## src/rtl/gray_pkg.sv

```systemverilog
// gray_pkg: binary/Gray conversion helpers shared by the counter and converter blocks
package gray_pkg;
  localparam int MAX_W = 32;
  function automatic logic [MAX_W-1:0] bin2gray(input logic [MAX_W-1:0] b);
    return b ^ (b >> 1);
  endfunction
  // Zero-extended inputs keep the MSB-down prefix XOR correct for any width up to MAX_W
  function automatic logic [MAX_W-1:0] gray2bin(input logic [MAX_W-1:0] g);
    logic [MAX_W-1:0] b;
    b[MAX_W-1] = g[MAX_W-1];
    for (int i = MAX_W - 2; i >= 0; i--) b[i] = b[i+1] ^ g[i];
    return b;
  endfunction
endpackage

```

## src/rtl/gray_step_next.sv

```systemverilog
// gray_step_next: combinational next binary/Gray state and wrap for the Gray counter
module gray_step_next
  import gray_pkg::*;
#(
  parameter int WIDTH = 4
) (
  input  logic [WIDTH-1:0] bin_q,
  input  logic             en,
  input  logic             up_dn,
  input  logic             clr,
  input  logic             load,
  input  logic [WIDTH-1:0] load_gray,
  output logic [WIDTH-1:0] bin_next,
  output logic [WIDTH-1:0] gray_next,
  output logic             wrap_next
);
  localparam logic [WIDTH-1:0] ONE = WIDTH'(1);
  logic [WIDTH-1:0] loaded_bin;
  logic [WIDTH-1:0] stepped;
  always_comb begin
    loaded_bin = WIDTH'(gray2bin(MAX_W'(load_gray)));
    stepped    = up_dn ? bin_q + ONE : bin_q - ONE;
    bin_next   = clr ? '0 : load ? loaded_bin : en ? stepped : bin_q;
    gray_next  = WIDTH'(bin2gray(MAX_W'(bin_next)));
    wrap_next  = !clr && !load && en && (up_dn ? &bin_q : ~|bin_q);
  end
endmodule

```

## src/rtl/gray_code_counter.sv

```systemverilog
// gray_code_counter: up/down counter with registered Gray and binary outputs plus wrap pulse
module gray_code_counter
  import gray_pkg::*;
#(
  parameter int WIDTH = 4
) (
  input  logic             clk,
  input  logic             rst_n,
  input  logic             en,
  input  logic             up_dn,
  input  logic             clr,
  input  logic             load,
  input  logic [WIDTH-1:0] load_gray,
  output logic [WIDTH-1:0] gray_out,
  output logic [WIDTH-1:0] bin_out,
  output logic             wrap
);
  logic [WIDTH-1:0] bin_q, gray_q, bin_next, gray_next;
  logic             wrap_q, wrap_next;
  gray_step_next #(.WIDTH(WIDTH)) u_step (
    .bin_q     (bin_q),
    .en        (en),
    .up_dn     (up_dn),
    .clr       (clr),
    .load      (load),
    .load_gray (load_gray),
    .bin_next  (bin_next),
    .gray_next (gray_next),
    .wrap_next (wrap_next)
  );
  // Gray is registered from the next binary value so gray_out has no decode logic after the flop
  always_ff @(posedge clk or negedge rst_n) begin
    if (!rst_n) begin
      bin_q  <= '0;
      gray_q <= '0;
      wrap_q <= 1'b0;
    end else begin
      bin_q  <= bin_next;
      gray_q <= gray_next;
      wrap_q <= wrap_next;
    end
  end
  assign gray_out = gray_q;
  assign bin_out  = bin_q;
  assign wrap     = wrap_q;
  a_one_bit_step: assert property (@(posedge clk) disable iff (!rst_n)
    (en && !clr && !load) |=> $countones(gray_q ^ $past(gray_q)) == 1);
endmodule
```

## config.mk

```make
export PLATFORM = sky130hd
export DESIGN_NAME = gray_code_counter
export DESIGN_NICKNAME = d
export VERILOG_FILES = /design/src/rtl/gray_pkg.sv /design/src/rtl/gray_step_next.sv /design/src/rtl/gray_code_counter.sv
export SDC_FILE = /design/constraint.sdc
export NUM_CORES = 1
export LEC_CHECK = 0
export ABC_AREA = 1
export BUFFER_PORTS_ARGS = -buffer_cell sky130_fd_sc_hd__buf_2
export CORE_UTILIZATION = 30
export DETAILED_ROUTE_END_ITERATION = 8
export PLACE_DENSITY = 0.62
export RECOVER_POWER = 100
export SYNTH_ARGS = -nofsm -noshare
export SYNTH_HDL_FRONTEND = slang
export SYNTH_SLANG_ARGS = --single-unit
```

## constraint.sdc

```tcl
create_clock -name clk -period 2.5 [get_ports clk]
set_clock_uncertainty 0.1 [all_clocks]
set_input_delay 0.125 -clock clk [delete_from_list [all_inputs] [get_ports clk]]
set_output_delay 0.125 -clock clk [all_outputs]
set_load 0.1 [all_outputs]
```

# Word-level counts from Yosys, hierarchy flattened
# Cells that the tools add are included.
# totals
regBits	9
in_bits	10
elab_cells	22
# op_classes
add_sub_neg	2
n_mux	5
n_bitwise	4
reduce_logical	8
# ops
cell	count
$mux W4	4
$add A4 B1 Y4 const B	1
$reduce_and A4 Y1	1
$reduce_or A4 Y1	1
$sub A4 B1 Y4 const B	1
$xor A4 B3 Y4	1
$logic_and A1 B1 Y1	3
$logic_not A1 Y1	3
$xor A1 B1 Y1	3
$mux W1	1

# Depth between registers and ports, before layout
# Gate-level depths: netlist of the first run.
# depth
ltp_word	6
ltp_mapped	11
mapped_depth_nobuf	11

# Modules after synthesis
# From an unflattened synthesis of the first run, not the netlist that was laid out.
# hier_totals
hier_cells	82
area_unflattened_um2	625.6
# modules_own_cells
mod	n_inst	cells_each	area_each_um2	seq_area_each_um2
gray_step_next	1	73	400.4	0.0
gray_code_counter	1	9	225.2	225.2

# Worst setup path before layout of the first run
# Ideal clock, no wire load.
# synth_timing
path_type	register to register
start	register bin_q[0], in the netlist bin_out[0]
end	register gray_q[1], in the netlist gray_out[1]
setup_ns	0.122
arrival_ns	2.131
required_time_ns	2.278
path_slack_ns	0.147
stages_incl_launch_ff	7
path_buffers	0
synth_period_minus_slack_ns	2.353
path_cell_list	dfrtp_1 -> inv_1 -> fa_1 -> xor2_1 -> o21ai_1 -> nand2_2 -> xor2_2
# synth_via
elab_chain_len	6
# synth_rtl
item	line	text
from (decl)	gray_code_counter.sv:18	logic [WIDTH-1:0] bin_q, gray_q, bin_next, gray_next;
from (signal assigned)	gray_code_counter.sv:38	bin_q <= bin_next;
$sub A4 B1 Y4 / $add A4 B1 Y4 (equally long branches)	gray_step_next.sv:22	stepped = up_dn ? bin_q + ONE : bin_q - ONE;
$mux W4 (*)	gray_step_next.sv:22	
$mux W4 (*) (3 in a row)	gray_step_next.sv:23	bin_next = clr ? '0 : load ? loaded_bin : en ? stepped : bin_q;
$xor A4 B3 Y4 (*)	gray_pkg.sv:5	return b ^ (b >> 1);
via gray_next[1]	gray_code_counter.sv:18	
to (signal assigned)	gray_code_counter.sv:39	gray_q <= gray_next;
to (decl)	gray_code_counter.sv:18	
# Mark *: on every way through the listed nets, which the timed path passes. The rest lies on a longest branch.

# Worst setup path after layout of the first run
# Same ends and word-level chain as after synthesis.

==> metrics.md, run 1 <==
| Metric | Value |
|---|---|
| Post-route ant nets | 0 |
| Rows | 16 |
| Max Root-Sink Buffers | 2 |
| CP max FO | 6 |
| Required time worst endpoint | 2.54 ns |
| Switching share of power | 48.42% |
| Min-Delay Endpoint | wrap |
| Final Hold Vio Count | 0 |
| Highest Clock Rate | 0.5556 GHz |
| RSZ-0062 raised after global routing | false |
| Max VDD drop | 0.2389 mV |
| Flop-to-flop setup slack | 0.70 ns |
| Iteration-0 DRC Markers | 6 |
| CP startpoint kind | register |
| Worst path arrival time | 1.84 ns |
| Core outline area | 1962 um2 |
| Via count | 548 |
| Seq/Total Area, Yosys | 32.26% |
| Register share of total power | 32.8% |
| Port Buf Inserts | 18 |
| Clock sinks | 8 |
| Final GP Congestion | 0.8833 |
| Xor and xnor area share after synthesis | 4.032% |
| R2R Path Start | bin_out[0] |
| Status | complete, no violations |
| Crit end category | register |
| Syn Nets | 95 |
| Flops & latches, synth | 8 |
| Initial Util | 31.63% |
| Final setup viols | 0 |
| Hold Path Depth | 3 |
| Post-Syn Area per Cell | 7.568 um2 |
| Post-Syn Instances | 82 |
| First-pass GRT wire length | 1925 um |
| Most area-consuming cells after synthesis | dfrtp_1 32%, nand2_1 12%, inv_1 8.5% |
| Post-synth top area cell | dfrtp_1 |
| Area grow syn2layout | 19.35% |
| Clock root cell | clkbuf_4 |
| LEAKAGE | 0.4032 nW |
| Placed inst area | 725.7 um2 |
| Post-DP HPWL | 1003 um |
| Cell Area, Synth | 620.6 um2 |
| Share of flip-flops with an asynchronous set or reset | 100.0% |
| Nets | 117 |
| Final worst path period share | 72.00% |
| Mux cell area share after synthesis | 0% |
| Synth Warn # | 0 |
| Largest net degree at the start of global routing | 9 |
| Via density per instance | 4.248 |
| Synth Area in Adders | 7.258% |
| Slew headroom | 22.89% |
| Ant. Diodes | 0 |
| Fraction of the mapped netlist area in simple logic gates | 34.48% |
| Hold path start | clr |
| Crit Path Class | reg -> reg |
| Compound-Gate Fraction of Synth Area | 8.065% |
| Die area | 2254 um2 |
| CTS tree | yes |
| I/O Pins | 19 |
| P_int | 240.5 uW |
| Max-slew violations | 0 |
| Clock share of power | 20.6% |
| P_sw | 225.7 uW |
| WL final | 1165 um |
| Minimum clock period after layout | 1.800 ns |
| Design area | 740.7 um2 |
| WL/cell | 9.031 um |
| Die H | 47.48 um |
| Largest family of logic cells by synthesized area | simple AND/OR/NAND/NOR gates |
| Pre-Repair DR Iteration Count | 2 |
| Latest clock arrival within the worst-skew pair | 0.24 ns |
| Fillers | 245 |
| Pwr dens | 629.5 nW/um2 |
| Hold WC Path Type | in -> reg |
| Number of synthesized flops with an enable pin | 0 |
| Remaining Overflow, GRT | 0 |
| Slew at the pin closest to its max-slew limit | 1.162 ns |
| RR Endpoint | gray_out[1] |
| CTS clk-pin slew, worst paths | 0.06 ns |
| Proportion of power drawn by combinational gates | 46.6% |
| Global router's overall resource usage | 12.02% |
| CTS Buf Count | 3 |
| Layout cells sized above 1 | 24.51% |
| Vias in the first global route | 485 |
| Cts hold-fix bufs | 1 |
| # DRC | 0 |
| Synth cell types | 23 |
| Initial antenna violation count | 0 |
| DIE WIDTH | 47.48 um |
| Max Cap Violations | 0 |
| Most numerous cell in the Yosys netlist | nand2_1 |
| Setup TNS | 0 ns |
| Post-CTS Resized | 0 |
| Path depth of the worst reg2reg path | 6 |
| Htree depth | 1 |
| Most frequent cells after synthesis | 20 x nand2_1, 14 x inv_1, 8 x dfrtp_1, 6 x nand3_1, 5 x nand2_2 |
| Post-synth top area share | 32.26% |
| Setup Fix Bufs, Post-CTS | 0 |
| Most used DFF post-synth | dfrtp_1 |
metrics by stage:
stage / worst slack (ns) / total power [mW] / util (%) / std cells / hold WS (ns)
after CTS: 0.7407 / 0.4781 / 38.65 / 129 / 0.08638
after global routing: 0.5599 / 0.4973 / 37.76 / 129 / 0.09375
after detailed placement: 0.7504 / 0.3798 / 36.99 / 125 / -0.1230
final: 0.7001 / 0.4663 / 37.76 / 129 / 0.08532
after global placement: 0.8138 / 0.3779 / 36.99 / 125 / -0.1269
after floorplan: 0.1469 / 0.3407 / - / 82 / -0.2706
cell usage in the layout, fill, tap and decap left out, drive strengths merged:
master       netlist  final
nand2             25     25
inv               18     18
clkbuf             0     13
nand3             10     10
dfrtp              8      8
buf                2      8
a21oi              3      3
o21ai              3      3
nor2               2      2
nor3               2      2
ha                 2      2
xor2               2      2
o211ai             1      1
or2                1      1
nor4               1      1
o21a               1      1
fa                 1      1
dlygate4sd3        0      1
kinds of logic after synthesis:
logic type               count (synthesis)
AO/OA/AOI/OAI                            8
adder cells (fa/ha/maj)                  3
XOR/XNOR                                 2
buffers and inverters                   20
flip-flops                               8
AND/OR/NAND/NOR                         41
state kept, by name (all words and copies together), names as in the netlist:
name,flops
wrap,1
bin_out,4
gray_out,3
critical path, stage by stage (launching register included):
cell	delay (ns)
dfrtp_1	0.42
inv_1	0.10
fa_1	0.41
xor2_1	0.17
o21ai_0	0.19
nand2_2	0.12
xor2_2	0.18
how the worst max path moves through the flow:
stage | startpoint | endpoint | slack, ns | depth (start not counted)
after floorplan | bin_out[0] | gray_out[1] | 0.15 | 6
after global placement | bin_out[0] | gray_out[1] | 0.81 | 6
after detailed placement | bin_out[0] | gray_out[1] | 0.75 | 6
after CTS | bin_out[0] | gray_out[1] | 0.74 | 6
after global routing | bin_out[0] | gray_out[2] | 0.56 | 7
final | bin_out[0] | gray_out[1] | 0.70 | 6
final cells by class:
cell class              instances  area [um2]  area share [%]
well taps                      27       33.78           4.561
repair buffers                 19       87.58           11.82
clock buffers                   3       22.52           3.041
multi-input cells              54       329.1           44.43
inverters                      18       67.56           9.122
flip-flops and latches          8       200.2           27.03
layer usage:
| layer | vias to the layer above | part of all wire (%) | GRT usage (%) |
|---|---|---|---|
| met5 | - | 0 | 0 |
| met4 | 0 | 1.0 | 5.143 |
| met3 | 2 | 2.0 | 2.264 |
| met2 | 8 | 51 | 20.27 |
| met1 | 244 | 46 | 14.95 |
| li1 | 294 | - | - |
power groups by stage:
| stage | Combinational (mW) | Clock (mW) | Sequential (mW) |
|---|---|---|---|
| 5_1_grt | 0.235 | 0.107 | 0.155 |
| 3_5_place_dp | 0.225 | 0 | 0.155 |
| 2_1_floorplan | 0.0859 | 0 | 0.255 |
| 3_3_place_gp | 0.224 | 0 | 0.154 |
| 6_report | 0.217 | 0.0961 | 0.153 |
| 4_1_cts | 0.227 | 0.0985 | 0.152 |
Power figures use the tool's default switching activity.
==> inputs of run 2 (changes only) <==
--- a/config.mk
+++ b/config.mk
@@ -5,11 +5,11 @@
 export SDC_FILE = /design/constraint.sdc
 export NUM_CORES = 1
 export LEC_CHECK = 0
-export ABC_AREA = 1
+export ABC_AREA = 0
 export BUFFER_PORTS_ARGS = -buffer_cell sky130_fd_sc_hd__buf_2
 export CORE_UTILIZATION = 30
 export DETAILED_ROUTE_END_ITERATION = 8
-export PLACE_DENSITY = 0.62
+export PLACE_DENSITY = 0.66
 export RECOVER_POWER = 100
 export SYNTH_ARGS = -nofsm -noshare
 export SYNTH_HDL_FRONTEND = slang
==> constraint.sdc (replaced) <==
create_clock -name clk -period 1.54 [get_ports clk]
set_clock_uncertainty 0.1 [all_clocks]
set_input_delay 0.077 -clock clk [delete_from_list [all_inputs] [get_ports clk]]
set_output_delay 0.077 -clock clk [all_outputs]
set_load 0.1 [all_outputs]
==> metrics.md, run 2 <==
| Metric | Value |
|---|---|
| RSZ-0062 raised after global routing | true |
| WL/cell | 12.29 um (+36%) |
| Area grow syn2layout | 62.90% |
| Post-synth top area share | 39.31% (+7.1 points) |
| Remaining Overflow, GRT | 0 (unchanged) |
| Flops & latches, synth | 8 (unchanged) |
| CTS Buf Count | 3 (unchanged) |
| LEAKAGE | 0.3939 nW (-2.3%) |
| Syn Nets | 61 (-36%) |
| Final setup viols | 7 (+7) |
| Register area | 212.7 um2 (+6.3%) |
| CTS tree | yes |
| CP max FO | 3 (-3) |
| Cell Area, Synth | 509.2 um2 (-18%) |
| First-pass GRT wire length | 1966 um (+2.1%) |
| Global router's overall resource usage | 14.39% (+2.4 points) |
| Fillers | 149 (-39%) |
| Die area | 1866 um2 (-17%) |
| Post-DP HPWL | 880.1 um (-12%) |
| Die H | 43.20 um (-9.0%) |
| Area occupied by multi-input gates | 349.1 um2 (+6.1%) |
| Pwr dens | 1113 nW/um2 (+77%) |
| Via density per instance | 4.845 (+14%) |
| Core outline area | 1541 um2 (-21%) |
| Routed met1 length | 523 um (-1.5%) |
| Clock root cell | clkbuf_4 |
| Nets | 96 (-18%) |
| Post-Syn Area per Cell | 10.61 um2 (+40%) |
| Slew at the pin closest to its max-slew limit | 0.5383 ns (-0.6234 ns) |
| Final Hold Vio Count | 0 (unchanged) |
| Cell count after placement | 89 (-29%) |
| Max VDD drop | 0.5143 mV (+120%) |
| Setup TNS | -1.819 ns (-1.819 ns) |
| Port Buf Inserts | 18 (unchanged) |
| Most used DFF post-synth | dfrtp_1 |
| Crit Path Class | reg -> reg |
| Worst path arrival time | 1.99 ns (+0.15 ns) |
| Most area-consuming cells after synthesis | dfrtp_1 39%, xor2_1 10%, a211oi_2 4.9% |
| Hold WC Path Type | in -> reg |
| Most numerous cell in the Yosys netlist | dfrtp_1 |
| Commonest non-fill, non-tap cell in the layout | buf_2 |
| Max FFs per register | 4 (unchanged) |
| Seq/Total Area, Yosys | 39.31% (+7.1 points) |
| Crit end category | register |
| Share of flip-flops with an asynchronous set or reset | 100.0% (unchanged) |
| Clock sinks | 8 (unchanged) |
| Synth cell types | 26 (+13%) |
| DR WL met2 | 629 um (+5.2%) |
| Max-slew violations | 0 (unchanged) |
| Htree depth | 1 (unchanged) |
| Final cell count without fillers | 97 (-25%) |
| Status | complete, but fails checks |
| Required time worst endpoint | 1.58 ns (-0.96 ns) |
| CTS clk-pin slew, worst paths | 0.05 ns (about the same) |
| Failing checks | setup timing |
| Slew headroom | 64.27% (+41 points) |
| Hold_ws | 0.06450 ns (-0.02082 ns) |
| CP startpoint kind | register |
| Highest Clock Rate | 0.5133 GHz (-7.6%) |
| Post-route ant nets | 0 (unchanged) |
| Vias in the first global route | 488 (+0.62%) |
| Initial Util | 33.04% (+1.4 points) |
| Initial antenna violation count | 0 (unchanged) |
| Post-synth top area cell | dfrtp_1 |
| Final GP Congestion | 0.8429 (-4.6%) |
| DP Worst Slack | -0.3977 ns (-1.148 ns) |
| Iteration-0 DRC Markers | 8 (+2) |
| Total power | 923.5 uW (+98%) |
| Most frequent cells after synthesis | 8 x dfrtp_1, 6 x xor2_1, 4 x inv_1, 3 x a21oi_1, 3 x nor2_1 |
| Post-Syn Instances | 48 (-41%) |
| WL final | 1192 um (+2.3%) |
| Most frequent cells in the layout | 13 x buf_2, 10 x buf_4, 6 x xor2_1 |
| Latest clock arrival within the worst-skew pair | 0.25 ns (about the same) |
| Layout cells sized above 1 | 69.14% (+45 points) |
| Ant. Diodes | 0 (unchanged) |
| # DRC | 0 (unchanged) |
| Via count | 470 (-14%) |
| Max layer used | met3 |
| Pre-Repair DR Iteration Count | 2 (unchanged) |
| Met3 wire len | 39 um (+70%) |
| Synth Warn # | 0 (unchanged) |
| Minimum clock period after layout | 1.948 ns (+0.1481 ns) |
| Worst setup margin | -0.4081 ns (-1.108 ns) |
| Number of synthesized flops with an enable pin | 0 (unchanged) |
| I/O Pins | 19 (unchanged) |
| Final worst path period share | 126.5% (+55 points) |
| DIE WIDTH | 43.20 um (-9.0%) |
| Rows | 14 (-2) |
| Max Cap Violations | 0 (unchanged) |
| Largest net degree at the start of global routing | 10 (+1) |
| Max Root-Sink Buffers | 2 (unchanged) |
[run 2: cell types whose count changed after synthesis, moves of 2 or more]
cell,delta
xor2_1,+5
nor3_1,-2
nand3_1,-5
nand2_1,-19
inv_2,-3
nand3_2,-3
o21ai_1,-2
inv_1,-10
nand2_2,-5
a211oi_2,+2
xnor2_1,+2
[run 2: worst paths after layout]
check	startpoint	endpoint	slack, ns	depth (start not counted)
worst max register to register	bin_out[2]	gray_out[2]	-0.41	6
worst min register to register	bin_out[3]	bin_out[3]	0.64	2
worst max-delay path	bin_out[2]	gray_out[2]	-0.41	6
min in group asynchronous	rst_n	wrap	0.17	2
worst min-delay path	en	wrap	0.06	3
max in group asynchronous	rst_n	bin_out[1]	0.84	2
[run 2: what timing repair did]
action,in CTS,in global routing
gates resized for setup,6,3
pin swaps,10,1
endpoints found under the hold margin,10,0
hold buffers,2,0
cloned,0,0
setup endpoints to repair,7,7
buffers inserted,3,0
[run 2: layout make-up]
class | instances | area share (%)
multi-input cells | 33 | 42.08
inverters | 5 | 2.262
clock buffers | 3 | 2.715
repair buffers | 32 | 24.89
flip-flops and latches | 8 | 25.64
well taps | 16 | 2.413
[run 2: layer usage]
layer,vias up,GRT usage (%)
li1,232,-
met2,12,26.27
met1,226,16.23
met3,0,5.106
met4,0,1.818
met5,-,0
[run 2: where the power goes]
group          internal (mW)  total (mW)  switching (mW)
Clock                 0.0888       0.155          0.0658
Sequential             0.245       0.263          0.0182
Combinational          0.154       0.506           0.352
Total                  0.488       0.923           0.436
[run 2: kinds of logic (layout without fill, tap and decap cells)]
| kind of cell | count (synthesis) | in the layout | synth area share [%] |
|---|---|---|---|
| and+or+nand+nor | 12 | 12 | 15.48 |
| AOI/OAI and AO/OA | 9 | 9 | 14.49 |
| xor gates and xnor gates | 8 | 8 | 13.76 |
| DFF | 8 | 8 | 39.31 |
| buffers and inverters | 7 | 40 | 6.141 |
| adders and majority gates | 3 | 3 | 8.845 |
| muxes | 1 | 1 | 1.966 |
[run 2: metrics by stage]
stage	util, %	area (um2)
final	53.81	829.5
after global routing	53.81	829.5
after CTS	53.08	818.3
after detailed placement	46.27	713.2
after global placement	46.27	713.2
after floorplan	-	548.0
[run 2: worst max-delay path, cell delays in order, from the launching register on]
cell     delay [ns]
dfrtp_4        0.48
ha_4           0.30
nand3_2        0.08
and4_4         0.18
or4_4          0.40
and3_4         0.16
xor2_1         0.13
==> inputs of run 3 (changes only) <==
--- a/config.mk
+++ b/config.mk
@@ -7,10 +7,12 @@
 export LEC_CHECK = 0
 export ABC_AREA = 0
 export BUFFER_PORTS_ARGS = -buffer_cell sky130_fd_sc_hd__buf_2
+export CORE_MARGIN = 1.5
 export CORE_UTILIZATION = 30
 export DETAILED_ROUTE_END_ITERATION = 8
-export PLACE_DENSITY = 0.66
+export PLACE_DENSITY = 0.64
 export RECOVER_POWER = 100
 export SYNTH_ARGS = -nofsm -noshare
 export SYNTH_HDL_FRONTEND = slang
+export SYNTH_HIERARCHICAL = 1
 export SYNTH_SLANG_ARGS = --single-unit
==> constraint.sdc (replaced) <==
create_clock -name clk -period 1.85 [get_ports clk]
set_clock_uncertainty 0.1 [all_clocks]
set_input_delay 0.0925 -clock clk [delete_from_list [all_inputs] [get_ports clk]]
set_output_delay 0.0925 -clock clk [all_outputs]
set_load 0.1 [all_outputs]
==> metrics.md, run 3 <==
| Metric | Value |
|---|---|
| Status | complete, but fails checks |
| Failing checks | setup timing |
| Post-synth top area cell | dfrtp_1 |
| Max Cap Violations | 0 (unchanged) |
| Slew headroom | 63.71% (-0.56 points) |
| Max VDD drop | 0.5940 mV (+15%) |
| First-pass GRT wire length | 1869 um (-4.9%) |
| RR Endpoint | gray_out[2] |
| Flop-to-flop setup slack | -0.09 ns (+0.32 ns) |
| Setup TNS | -0.09261 ns (+1.727 ns) |
| Iteration-0 DRC Markers | 15 (+7) |
| Cell Area, Synth | 534.3 um2 (+4.9%) |
| Required time worst endpoint | 1.89 ns (+0.31 ns) |
| Post-route ant nets | 0 (unchanged) |
| CP startpoint kind | register |
| Largest family of logic cells by synthesized area | simple AND/OR/NAND/NOR gates |
| Fraction of the mapped netlist area in simple logic gates | 14.99% (-0.49 points) |
| R2R Path Start | bin_out[2] |
| Mux cell area share after synthesis | 1.874% (-0.092 points) |
| Port Buf Inserts | 18 (unchanged) |
| Util after Layout | 48.06% (-5.8 points) |
| DIE WIDTH | 45.20 um (+4.6%) |
| Pre-Repair DR Iteration Count | 3 (+1) |
| Layout cells sized above 1 | 57.50% (-12 points) |
| Most frequent cells in the layout | 9 x clkbuf_2, 9 x buf_4, 8 x buf_2 |
| Post-Syn Instances | 49 (+2.1%) |
| Via density per instance | 4.514 (-6.8%) |
| Hold WC Path Type | in -> reg |
| Ant. Diodes | 0 (unchanged) |
| Most area-consuming cells after synthesis | dfrtp_1 42%, xor2_1 9.8%, a211oi_2 4.7% |
| Die area | 2043 um2 (+9.5%) |
| Initial Util | 31.28% (-1.8 points) |
| Hold_ws | 0.06664 ns (+0.002132 ns) |
| Die H | 45.20 um (+4.6%) |
| Remaining Overflow, GRT | 0 (unchanged) |
| Post-Syn Area per Cell | 10.90 um2 (+2.8%) |
| Xor and xnor area share after synthesis | 13.11% (-0.64 points) |
| Compound-Gate Fraction of Synth Area | 13.58% (-0.91 points) |
| Rows | 15 (+1) |
| Most used DFF post-synth | dfrtp_1 |
| Global router's overall resource usage | 13.50% (-0.89 points) |
| Via count | 474 (+0.85%) |
| Number of synthesized flops with an enable pin | 0 (unchanged) |
| CP startpoint | bin_out[2] |
| Crit path to | gray_out[2] |
| I/O Pins | 19 (unchanged) |
| CTS tree | yes |
| Nets | 94 (-2.1%) |
| Syn Nets | 62 (+1.6%) |
| Highest Clock Rate | 0.5148 GHz (+0.28%) |
| Placed inst area | 720.7 um2 (+1.1%) |
| CTS Buf Count | 3 (unchanged) |
| Vias in the first global route | 424 (-13%) |
| Post-DP HPWL | 929.2 um (+5.6%) |
| Most numerous cell in the Yosys netlist | dfrtp_1 |
| Synth cell types | 24 (-7.7%) |
| WL/cell | 11.76 um (-4.3%) |
| Final setup viols | 1 (-6) |
| Max Root-Sink Buffers | 2 (unchanged) |
| Max-slew violations | 0 (unchanged) |
| Pwr dens | 963.3 nW/um2 (-13%) |
| Core outline area | 1708 um2 (+11%) |
| Final Hold Vio Count | 0 (unchanged) |
| CP max FO | 3 (unchanged) |
| Path depth of the worst reg2reg path | 6 (unchanged) |
| Design area | 820.8 um2 (-1.1%) |
| Worst path arrival time | 1.98 ns (about the same) |
| Final GP Congestion | 0.8142 (-3.4%) |
| Flops & latches, synth | 9 (+1) |
| Initial antenna violation count | 0 (unchanged) |
| Area grow syn2layout | 53.63% |
| Slew at the pin closest to its max-slew limit | 0.5467 ns (+0.008389 ns) |
| Synth Warn # | 6 (+6) |
| Hold path start | load |
| Most frequent cells after synthesis | 9 x dfrtp_1, 6 x xor2_1, 4 x a21oi_1, 4 x inv_1, 3 x nor2_1 |
| Htree depth | 1 (unchanged) |
| Clock root cell | clkbuf_4 |
| WL final | 1235 um (+3.6%) |
| Crit Path Class | reg -> reg |
| Crit end category | register |
| RSZ-0062 raised after global routing | true |
| Final worst path period share | 105.0% (-21 points) |
| Share of flip-flops with an asynchronous set or reset | 100.0% (unchanged) |
| LEAKAGE | 0.3757 nW (-4.6%) |
| Seq/Total Area, Yosys | 42.15% (+2.8 points) |
| Minimum clock period after layout | 1.943 ns (-0.005465 ns) |
| Clock sinks | 9 (+1) |
| Worst setup margin | -0.09261 ns (+0.3155 ns) |
| Synth Area in Adders | 8.431% (-0.41 points) |
| # DRC | 0 (unchanged) |
| Post-synth top area share | 42.15% (+2.8 points) |
| CTS clk-pin slew, worst paths | 0.05 ns (about the same) |
| Latest clock arrival within the worst-skew pair | 0.26 ns (about the same) |
| Largest net degree at the start of global routing | 11 (+1) |
==> run 3: cell count changes after synthesis, sizes merged <==
cell | previous run | this run
dfrtp | 8 | 9
or4 | 2 | 1
nor4 | 1 | 2
a21oi | 3 | 4
a31oi | 1 | 0
and3 | 2 | 1
nand4 | 0 | 1
==> run 3: repair_timing <==
item	4_1_cts	5_1_grt
buffers inserted	1	2
hold buffers	2	0
pin swaps	5	3
setup endpoints to repair	3	5
endpoints found under the hold margin	11	0
gates resized for setup	3	1
==> run 3: cell type report <==
cell class	instances	area, um2
multi-input cells	33	329.1
repair buffers	29	176.4
flip-flops and latches	9	236.5
well taps	25	31.28
clock buffers	4	26.28
fillers	157	887.1
inverters	5	21.27
==> run 3: worst min path at each step <==
stage / endpoint / slack [ns] / cells past startpoint
floorplan: bin_out[3] / -0.30 / 0
global placement: gray_out[2] / -0.15 / 1
detailed placement: gray_out[2] / -0.15 / 1
CTS: wrap / 0.06 / 2
global route: wrap / 0.08 / 2
finish: wrap / 0.07 / 2
==> run 3: critical path, cell delays in order, from the launching register on <==
cell	delay (ns)
dfrtp_4	0.49
ha_4	0.31
a21oi_4	0.06
and4_4	0.19
or4_1	0.39
and3_4	0.17
xor2_1	0.13
==> run 3: cell families after synthesis <==
kind of cell               after synthesis
and+or+nand+nor                         12
xor gates and xnor gates                 8
adders and majority gates                3
buffers and inverters                    7
AOI/OAI and AO/OA                        9
DFF                                      9
muxes                                    1
==> run 3: metal layers <==
| metal | share of wire [%] | up-vias | GRT usage, % |
|---|---|---|---|
| met5 | 0 | - | 0 |
| li1 | - | 233 | - |
| met3 | 4.2 | 0 | 6.800 |
| met1 | 45 | 225 | 17.80 |
| met2 | 51 | 16 | 18.57 |
| met4 | 0 | 0 | 5.294 |
==> run 3: stage by stage <==
stage	power (mW)	std cells	setup slack [ns]
after floorplan	0.5364	49	-0.2621
after global placement	0.6140	96	-0.07541
after detailed placement	0.6190	96	-0.1151
after CTS	0.7853	103	-0.1072
after global routing	0.8326	105	-0.1519
final	0.7907	105	-0.09261
==> run 3: where the power goes <==
group	switching [mW]	total, mW	internal [mW]
combinational	0.290	0.401	0.111
sequential	0.0173	0.244	0.227
clock	0.0629	0.146	0.0827
total	0.370	0.791	0.421
